--- src/rtl/xframetrim.sv ---
// xframetrim: keeps the leading N_KEEP samples of each head/tail-flagged
// input frame, regenerates head/tail flags on the trimmed frame and flags
// length and head-position errors. The rest of each frame is discarded.
//
// Optional build macro XFRAMETRIM_STAT_EN adds frame/error statistics
// counters (i_stat_clr, ov_frame_cnt, ov_err_cnt).
//
// Handshake: i_nd qualifies iv_data/i_head/i_tail for one cycle; there is no
// backpressure. o_dv qualifies ov_data/o_head/o_tail for exactly one cycle.
// Error pulses line up with the cycle the matching output appears (or would
// have appeared). All outputs are registered: one clock of latency.
//
// o_dbg_state exposes the FSM state (0=IDLE, 1=KEEP, 2=DISCARD).

module xframetrim #(
    parameter int BWID           = 16,
    parameter int N_FRAME_LENGTH = 1024,
    parameter int N_KEEP         = 256
) (
    input  logic            clk,
    input  logic            rst_n,
    input  logic [BWID-1:0] iv_data,
    input  logic            i_nd,
    input  logic            i_head,
    input  logic            i_tail,
    output logic [BWID-1:0] ov_data,
    output logic            o_dv,
    output logic            o_head,
    output logic            o_tail,
    output logic            o_err_len,
    output logic            o_err_head,
`ifdef XFRAMETRIM_STAT_EN
    input  logic            i_stat_clr,
    output logic [15:0]     ov_frame_cnt,
    output logic [15:0]     ov_err_cnt,
`endif
    output logic [1:0]      o_dbg_state
);

    // Counter holds the index of the next expected sample in the frame.
    localparam int CW = $clog2(N_FRAME_LENGTH) + 1;
    localparam logic [CW-1:0] KEEP_LAST  = CW'(N_KEEP - 1);
    localparam logic [CW-1:0] FRAME_LAST = CW'(N_FRAME_LENGTH - 1);
    localparam logic [CW-1:0] CNT_ONE    = CW'(1);
    localparam bit            KEEP_ONE   = (N_KEEP == 1);

    typedef enum logic [1:0] {
        IDLE    = 2'd0,
        KEEP    = 2'd1,
        DISCARD = 2'd2
    } state_t;

    state_t          state_q, state_d;
    logic [CW-1:0]   cnt_q, cnt_d;
    logic [BWID-1:0] data_q, data_d;
    logic            dv_q, dv_d;
    logic            head_q, head_d;
    logic            tail_q, tail_d;
    logic            err_len_q, err_len_d;
    logic            err_head_q, err_head_d;
    logic            state_legal;

    // Next-state and output decode; every output defaults to an idle pulse.
    always_comb begin
        state_d     = state_q;
        cnt_d       = cnt_q;
        data_d      = data_q;
        dv_d        = 1'b0;
        head_d      = 1'b0;
        tail_d      = 1'b0;
        err_len_d   = 1'b0;
        err_head_d  = 1'b0;
        state_legal = (state_q == IDLE) || (state_q == KEEP) || (state_q == DISCARD);

        if (!state_legal) begin
            // Corrupted encoding: recover to a clean idle state.
            state_d = IDLE;
            cnt_d   = '0;
        end else if (i_nd && i_head) begin
            // A head always opens a new trimmed frame, whatever state we are in.
            // Inside a frame it aborts the old one without emitting its tail.
            dv_d       = 1'b1;
            head_d     = 1'b1;
            data_d     = iv_data;
            cnt_d      = CNT_ONE;
            err_head_d = (state_q != IDLE);
            if (KEEP_ONE) begin
                tail_d  = 1'b1;
                state_d = DISCARD;
            end else begin
                state_d = KEEP;
            end
            if (i_tail) begin
                // One-sample frame: already finished, and certainly too short.
                err_len_d = 1'b1;
                state_d   = IDLE;
                cnt_d     = '0;
            end
        end else if (i_nd) begin
            case (state_q)
                KEEP: begin
                    dv_d   = 1'b1;
                    data_d = iv_data;
                    cnt_d  = cnt_q + CNT_ONE;
                    if (i_tail) begin
                        // Early tail: close the trimmed frame here.
                        tail_d    = 1'b1;
                        err_len_d = 1'b1;
                        state_d   = IDLE;
                        cnt_d     = '0;
                    end else if (cnt_q == KEEP_LAST) begin
                        tail_d  = 1'b1;
                        state_d = DISCARD;
                    end
                end
                DISCARD: begin
                    cnt_d = cnt_q + CNT_ONE;
                    if (i_tail) begin
                        err_len_d = (cnt_q != FRAME_LAST);
                        state_d   = IDLE;
                        cnt_d     = '0;
                    end else if (cnt_q == FRAME_LAST) begin
                        // Tail missing at the expected position.
                        err_len_d = 1'b1;
                        state_d   = IDLE;
                        cnt_d     = '0;
                    end
                end
                default: begin
                    // IDLE: samples outside a frame are dropped.
                end
            endcase
        end
    end

    // State, counter and registered outputs.
    always_ff @(posedge clk or negedge rst_n) begin
        if (!rst_n) begin
            state_q    <= IDLE;
            cnt_q      <= '0;
            data_q     <= '0;
            dv_q       <= 1'b0;
            head_q     <= 1'b0;
            tail_q     <= 1'b0;
            err_len_q  <= 1'b0;
            err_head_q <= 1'b0;
        end else begin
            state_q    <= state_d;
            cnt_q      <= cnt_d;
            data_q     <= data_d;
            dv_q       <= dv_d;
            head_q     <= head_d;
            tail_q     <= tail_d;
            err_len_q  <= err_len_d;
            err_head_q <= err_head_d;
        end
    end

    assign ov_data     = data_q;
    assign o_dv        = dv_q;
    assign o_head      = head_q;
    assign o_tail      = tail_q;
    assign o_err_len   = err_len_q;
    assign o_err_head  = err_head_q;
    assign o_dbg_state = state_q;

`ifdef XFRAMETRIM_STAT_EN
    logic [15:0] frame_cnt_q, frame_cnt_d;
    logic [15:0] err_cnt_q, err_cnt_d;

    // Saturating statistics; a clear wins over a same-cycle increment.
    always_comb begin
        frame_cnt_d = frame_cnt_q;
        err_cnt_d   = err_cnt_q;
        if (i_stat_clr) begin
            frame_cnt_d = '0;
            err_cnt_d   = '0;
        end else begin
            if (tail_q && (frame_cnt_q != 16'hFFFF)) begin
                frame_cnt_d = frame_cnt_q + 16'd1;
            end
            if ((err_len_q || err_head_q) && (err_cnt_q != 16'hFFFF)) begin
                err_cnt_d = err_cnt_q + 16'd1;
            end
        end
    end

    // Statistics registers.
    always_ff @(posedge clk or negedge rst_n) begin
        if (!rst_n) begin
            frame_cnt_q <= '0;
            err_cnt_q   <= '0;
        end else begin
            frame_cnt_q <= frame_cnt_d;
            err_cnt_q   <= err_cnt_d;
        end
    end

    assign ov_frame_cnt = frame_cnt_q;
    assign ov_err_cnt   = err_cnt_q;
`endif

endmodule

--- config.mk ---
export PLATFORM = sky130hd
export DESIGN_NAME = xframetrim
export DESIGN_NICKNAME = d
export VERILOG_FILES = /design/src/rtl/xframetrim.sv
export SDC_FILE = /design/constraint.sdc
export NUM_CORES = 1
export LEC_CHECK = 0
export ABC_AREA = 1
export BUFFER_PORTS_ARGS = -buffer_cell sky130_fd_sc_hd__buf_2
export CAP_MARGIN = 10
export CORE_MARGIN = 3
export CORE_UTILIZATION = 45
export DETAILED_ROUTE_END_ITERATION = 10
export MAX_ROUTING_LAYER = met4
export PLACE_DENSITY = 0.78
export SYNTH_ARGS = -nofsm -noshare
export SYNTH_HDL_FRONTEND = slang
export SYNTH_SLANG_ARGS = --single-unit
--- constraint.sdc ---
create_clock -name clk -period 1.7 [get_ports clk]
set_input_delay 0.17 -clock clk [delete_from_list [all_inputs] [get_ports clk]]
set_output_delay 0.17 -clock clk [all_outputs]
set_load 0.05 [all_outputs]
==> metrics.md, run 1 <==
| Metric | Value |
|---|---|
| Hold Violations, Final | 0 |
| Routed WL per cell | between 10 and 15 um |
| Critical Path RT | between 1.5 and 2 ns |
| Crit share post-route | 89.3% |
| Clk slew on worst S/H paths | around 0.07 ns |
| Worst vdd ir | 0.524 mV |
| ANT cells | 0 |
| Worst slew margin | a little over 80% |
| Worst-Margin Slew | 0.261 ns |
| Initial antenna violation count | 0 |
| HP Class | in -> reg |
| Max Fclk | between 600 and 700 MHz |
| Worst r2r dst | o_dbg_state[1] |
| Largest net degree at the start of global routing | 35 |
| WP data arrival | approximately 1.7 ns |
| RSZ-0062 raised after global routing | no |
| Crit Path Max Fanout | 5 |
| DIE AREA | roughly 4500 um^2 |
| Die Span X | ~67 um |
| Ys Warns | 0 |
| Hold EP | ov_data[2] |
| Post-DRT Antenna Nets | 0 |
| Final Slew Violations | 0 |
| DPL Wire Length | roughly 2700 um |
| Critical path, cell by cell | ha_1 -> buf_4 -> inv_1 -> nand2_1 -> nor3_1 -> nand4_1 -> nand2_1 |
| Cell count of the worst reg-to-reg path | 7 |
| Setup crit start kind | flop |
| Fin nets | ~300 |
| Tot Pwr | between 3000 and 4000 uW |
| Crit Path Class | reg -> reg |
| Crit-path max cell delay | 0.43 ns |
| CP most frequent cell | nand2_1 |
| Status | complete, no violations |
| Final Wtd Congestion | between 0.9 and 1 |
| Core box area | between 3000 and 4000 um^2 |
| GR Util All Layers | between 15 and 20% |
| Max Buffers Root-to-Sink | 2 |
| H-tree depth | 2 |
| Tmin final | ~1.5 ns |
| Setup Viol. Count Final | 0 |
| Hold_sp | iv_data[2] |
| Mapped Area | about 1700 um^2 |
| Synthesized flop and latch total | 34 |
| Die Ht | approximately 67 um |
| # DRC | 0 |
| Initial core utilization | 48.6% |
| Max-cap viol count | 0 |
| TritonCTS Sinks | 34 |
| Io pins | 44 |
| Yosys cell types | 24 |
| Hold slack | around 0.085 ns |
| Worst flop-to-flop path startpoint | o_dbg_state[0] |
| Worst path buffer plus inverter count | 2 |
| FP Rows | 21 |
| CTS tree | yes |
| Initial DRT Pass Iterations | 4 |
| P_leak | approximately 0.0012 uW |
| Iteration-0 DRC count of the detailed router | 119 |
| Routed WL | 3660 um |
| Vias per inst | 4.79 |
| PwrDens | roughly 1600 nW/um^2 |
| Syn Nets | 239 |
| Clock skew | between 0.003 and 0.004 ns |
| CP delay by family, top | simple AND/OR/NAND/NOR gates |
| Port buffer count | between 40 and 50 |
| First-pass GRT wire length | ~6000 um |
| GRT overflow | 0 |
| Worst Setup End Kind | flop |
| Worst-Skew Late Latency | roughly 0.28 ns |
| Number of global-route vias before repair | about 1,400 |
| # Post-CTS Setup Buffers | 0 |
| Post-synthesis area per instance | between 7 and 8 um^2 |
| Clock buffers created by TritonCTS | 5 |
| Seq/Total Area, Yosys | between 50% and 60% |
| Hold path cells | 3 |
| Worst R2R Setup Slack | ~0.18 ns |
| Total number of vias | approximately 1,500 |
| Fraction of layout cells with a size suffix above 1 | between 20% and 30% |
| Total Neg Setup Slack | 0 ns |
| Layout area overhead | 26.2% |
| Root buffer cell | clkbuf_8 |
| Post-Syn Instances | 213 |
| Crit-path slowest cell | dfrtp_2 |
## registers in the layout (all words and copies together), names as in the netlist
name / count
o_err_head: 1
o_head: 1
o_dbg_state: 2
cnt_q: 11
o_err_len: 1
o_dv: 1
o_tail: 1
ov_data: 16
## synth_stat cells
cell type | count | share of area [%]
a211oi_1 | 1 | 0.45
a21oi_1 | 1 | 0.30
a21oi_2 | 1 | 0.52
a21oi_4 | 1 | 0.97
buf_4 | 2 | 0.89
buf_6 | 1 | 0.67
clkinv_1 | 1 | 0.22
dfrtp_1 | 34 | 51
ha_1 | 5 | 3.7
inv_1 | 13 | 2.9
inv_2 | 2 | 0.45
nand2_1 | 99 | 22
nand2_2 | 1 | 0.37
nand3_1 | 10 | 3.0
nand4_1 | 5 | 1.9
nand4_2 | 1 | 0.74
nor2_1 | 19 | 4.2
nor2_2 | 2 | 0.74
nor2_4 | 1 | 0.67
nor3_1 | 4 | 1.2
o21ai_0 | 2 | 0.59
o21ai_1 | 2 | 0.59
o21bai_1 | 3 | 1.3
xor2_1 | 2 | 1.0
## what timing repair did
action                     4_1_cts  5_1_grt
hold endpoints to repair        34        0
setup endpoints to repair        0        7
resized for setup                0        3
hold buffers                     1        0
## where the power goes
| group | switching (uW) | total, uW | internal (uW) |
|---|---|---|---|
| clock | 272 | 546 | 274 |
| sequential | 135 | 1190 | 1050 |
| combinational | 1310 | 1750 | 441 |
## metrics by stage
step | utilization (%) | std cells | instance area [um^2] | setup WS, ns
after detailed placement | 58.3 | 309 | 2020 | 0.0461
after CTS | 60.8 | 317 | 2110 | 0.0338
after global routing | 61.3 | 317 | 2120 | 0.0567
after floorplan | - | 213 | 1690 | 0.0923
final | 61.3 | 317 | 2120 | 0.183
after global placement | 58.3 | 309 | 2020 | 0.106
## layout make-up
type	instances	area (um^2)
fill	312	1340
sequential	34	853
multi-input combinational	160	762
timing repair buffer	54	313
clock buffer	5	68.8
inverter	16	60.1
tap	46	57.6
clock inverter	2	10.0
## how the worst max path moves through the flow
stage / from / to / slack [ns] / depth (start not counted)
finish: o_dbg_state[0] / o_dbg_state[1] / 0.18 / 7
global route: o_dbg_state[0] / o_dbg_state[1] / 0.06 / 7
CTS: o_dbg_state[1] / cnt_q[4] / 0.03 / 7
detailed placement: o_dbg_state[1] / cnt_q[4] / 0.05 / 7
global placement: o_dbg_state[1] / cnt_q[7] / 0.11 / 7
floorplan: o_dbg_state[1] / ov_data[0] / 0.09 / 8
## cells in the final DEF, fill, tap and decap left out, drive strengths merged
cell type and n:
nor3 4, o21bai 3, xor2 2, a21oi 3
clkbuf 5, nor2 22, a211oi 1, dfrtp 34
dlygate4sd3 1, ha 5, nand2 100, inv 15
clkinv 3, o21ai 4, nand3 10, buf 53
nand4 6
## worst min-delay path, stage by stage
cell     delay [ns]
buf_2          0.07
nand2_1        0.04
nand2_1        0.05
## metal layers
| layer | vias to the layer above | track usage [%] | share of wire, % |
|---|---|---|---|
| met3 | 4 | 4.66 | 5.8 |
| met4 | 0 | 9.37 | 1.5 |
| met2 | 50 | 29.1 | 46 |
| met1 | 686 | 22.1 | 47 |
| met5 | - | - | 0 |
| li1 | 780 | - | - |
## kinds of logic (layout without fill, tap and decap cells)
logic type	count (synthesis)	in the layout	share of synthesized area (%)
AOI/OAI and AO/OA	11	11	4.76
xor gates and xnor gates	2	2	1.04
adders and majority gates	5	5	3.71
buffers and inverters	19	77	5.13
DFF	34	34	50.5
and+or+nand+nor	142	142	34.8
No activity file was read; power rests on OpenSTA's default activity.
==> run 2: changes to the inputs <==
--- a/config.mk
+++ b/config.mk
@@ -13,6 +13,7 @@
 export DETAILED_ROUTE_END_ITERATION = 10
 export MAX_ROUTING_LAYER = met4
 export PLACE_DENSITY = 0.78
+export REMOVE_ABC_BUFFERS = 1
 export SYNTH_ARGS = -nofsm -noshare
 export SYNTH_HDL_FRONTEND = slang
 export SYNTH_SLANG_ARGS = --single-unit
==> run 2 against run 1 <==
Fmax decreased by 4.1%. Cell area decreased by 1.4%. Worst setup slack got worse by 0.064 ns. Flip-flop and latch count unchanged. Clock skew increased by 0.0022 ns. Critical path depth increased by 1. Combinational power decreased by 2%. Power decreased by 1.5%. Critical endpoint is now cnt_q[10]. Largest cell class unchanged.
==> metrics.md, run 2 (synthesis results as in run 1) <==
| Metric | Value |
|---|---|
| Hold_sp | iv_data[4] |
| GRT overflow | 0 (unchanged) |
| Routed WL per cell | 10.9 um (-5.2%) |
| Max FFs per register | 16 (unchanged) |
| Die Ht | 67.2 um (unchanged) |
| Worst flop-to-flop path startpoint | o_dbg_state[1] |
| Worst vdd ir | 0.591 mV (+13%) |
| Clk slew on worst S/H paths | 0.07 ns (about the same) |
| CP delay by family, top | simple AND/OR/NAND/NOR gates |
| Critical path, cell by cell | inv_1 -> ha_1 -> o21ai_1 -> nand2_2 -> buf_4 -> nand4_1 -> nand2_1 -> nor2_1 |
| Most frequent cells in the layout | nand2_1 (98), buf_2 (43), dfrtp_1 (33) |
| DPL Wire Length | 2580 um (-5.3%) |
| Total Neg Setup Slack | 0 ns (unchanged) |
| Io pins | 44 (unchanged) |
| Worst path buffer plus inverter count | 2 (unchanged) |
| H-tree depth | 2 (unchanged) |
| Setup crit start kind | flop |
| Crit-path max cell delay | 0.40 ns (-0.03 ns) |
| Final Slew Violations | 0 (unchanged) |
| Initial core utilization | 48.6% (unchanged) |
| Die Span X | 67.2 um (unchanged) |
| Worst-Margin Slew | 0.728 ns (+0.467 ns) |
| Post-DRT Antenna Nets | 0 (unchanged) |
| Number of global-route vias before repair | 1,257 (-9.6%) |
| FP Rows | 21 (unchanged) |
| Worst Setup End Kind | flop |
| Initial antenna violation count | 0 (unchanged) |
| Final Wtd Congestion | 0.894 (-1.3%) |
| Setup Viol. Count Final | 0 (unchanged) |
| GR Util All Layers | 16.2% (-2.4 points) |
| Clock skew | 0.00523 ns (+0.00217 ns) |
| Iteration-0 DRC count of the detailed router | 71 (-40%) |
| Worst-Skew Late Latency | 0.28 ns (about the same) |
| # DRC | 0 (unchanged) |
| Worst slew margin | 51.5% (-31 points) |
| Largest net degree at the start of global routing | 35 (unchanged) |
| WP data arrival | 1.80 ns (+0.06 ns) |
| CTS tree | yes |
| Initial DRT Pass Iterations | 4 (unchanged) |
| Crit-path slowest cell | dfrtp_1 |
| ANT cells | 0 (unchanged) |
| PwrDens | 1640 nW/um^2 (about the same) |
| TritonCTS Sinks | 34 (unchanged) |
| Layout area overhead | 24.4% |
| Total number of vias | 1,502 (-1.2%) |
| Max Fclk | 632 MHz (-4.1%) |
| DIE AREA | 4510 um^2 (unchanged) |
| Status | complete, no violations |
| Share of the core filled with cells | 60.4% (-0.83 points) |
| Hold Violations, Final | 0 (unchanged) |
| P_leak | 0.00114 uW (-1.1%) |
| Crit Path Class | reg -> reg |
| Vias per inst | 4.77 (-0.56%) |
| Clock buffers created by TritonCTS | 5 (unchanged) |
| Setup crit start | o_dbg_state[1] |
| Root buffer cell | clkbuf_8 |
| Dpl ws | 0.0335 ns (-0.0127 ns) |
| Core box area | 3470 um^2 (unchanged) |
| Critical Path RT | 1.92 ns (about the same) |
| Fin nets | 295 (-0.67%) |
| Tmin final | 1.58 ns (+0.0643 ns) |
| PnR worst setup slack | 0.118 ns (-0.0643 ns) |
| Max Buffers Root-to-Sink | 2 (unchanged) |
| Crit Path Max Fanout | 11 (+6) |
| Port buffer count | 43 (unchanged) |
| Fraction of layout cells with a size suffix above 1 | 25.7% (-0.92 points) |
| First-pass GRT wire length | 5210 um (-14%) |
| Max-cap viol count | 0 (unchanged) |
| Crit share post-route | 93.0% (+3.8 points) |
| Commonest non-fill, non-tap cell in the layout | nand2_1 |
| Routed WL | 3450 um (-5.8%) |
| HP Class | in -> reg |
-- run 2: changes by cell type in the layout (fill, tap and decap cells not counted), sizes merged --
| cell | before | now |
|---|---|---|
| buf | 53 | 51 |
-- run 2: power by group --
group          internal (uW)  switching [uW]  leakage (uW)
Clock                    274             268     0.0000438
Sequential              1050             130      0.000439
Combinational            419            1290      0.000660
-- run 2: layout make-up --
class / count / area (um^2)
clock inverters: 2 / 10.0
inverters: 16 / 60.1
fillers: 310 / 1370
multi-input cells: 160 / 762
repair buffers: 52 / 285
clock buffers: 5 / 68.8
well taps: 46 / 57.6
flip-flops and latches: 34 / 852
-- run 2: worst reg2reg max path, cell delays in order (launching register included) --
cell	delay, ns
dfrtp_1	0.40
inv_1	0.09
ha_1	0.23
o21ai_1	0.20
nand2_2	0.18
buf_4	0.19
nand4_1	0.08
nand2_1	0.06
nor2_1	0.09
-- run 2: timing repair --
| action | in CTS | in global routing |
|---|---|---|
| hold buffers | 1 | 0 |
| hold endpoints to repair | 34 | 0 |
| resized for setup | 0 | 4 |
| endpoints found under the setup margin | 0 | 13 |
| buffers inserted | 0 | 1 |
-- run 2: path summary, 6_finish.rpt --
path / end / cells past startpoint / slack, ns
hold reg to reg: ov_data[15] / 2 / 0.47
setup / recovery: cnt_q[10] / 8 / 0.12
hold / removal: ov_data[4] / 3 / 0.08
setup reg to reg: cnt_q[10] / 8 / 0.12
max in group asynchronous: o_dbg_state[0] / 2 / 0.71
min in group asynchronous: ov_data[4] / 2 / 0.48
-- run 2: per-layer routing --
metal | global-route usage [%] | vias up | share of wire (%)
met5 | - | - | 0
met4 | 8.61 | 0 | 2.1
met3 | 5.99 | 8 | 9.8
met2 | 23.2 | 56 | 43
met1 | 19.8 | 657 | 45
li1 | - | 781 | -
-- run 2: through the flow --
| step | hold WS, ns | instance area [um^2] | total power (uW) | cells |
|---|---|---|---|---|
| after floorplan | -0.126 | 1660 | 2420 | 210 |
| after global placement | 0.273 | 1980 | 2860 | 306 |
| after detailed placement | 0.275 | 1980 | 2880 | 306 |
| after CTS | 0.0764 | 2070 | 3440 | 314 |
| after global routing | 0.0858 | 2100 | 3640 | 315 |
| final | 0.0849 | 2100 | 3430 | 315 |
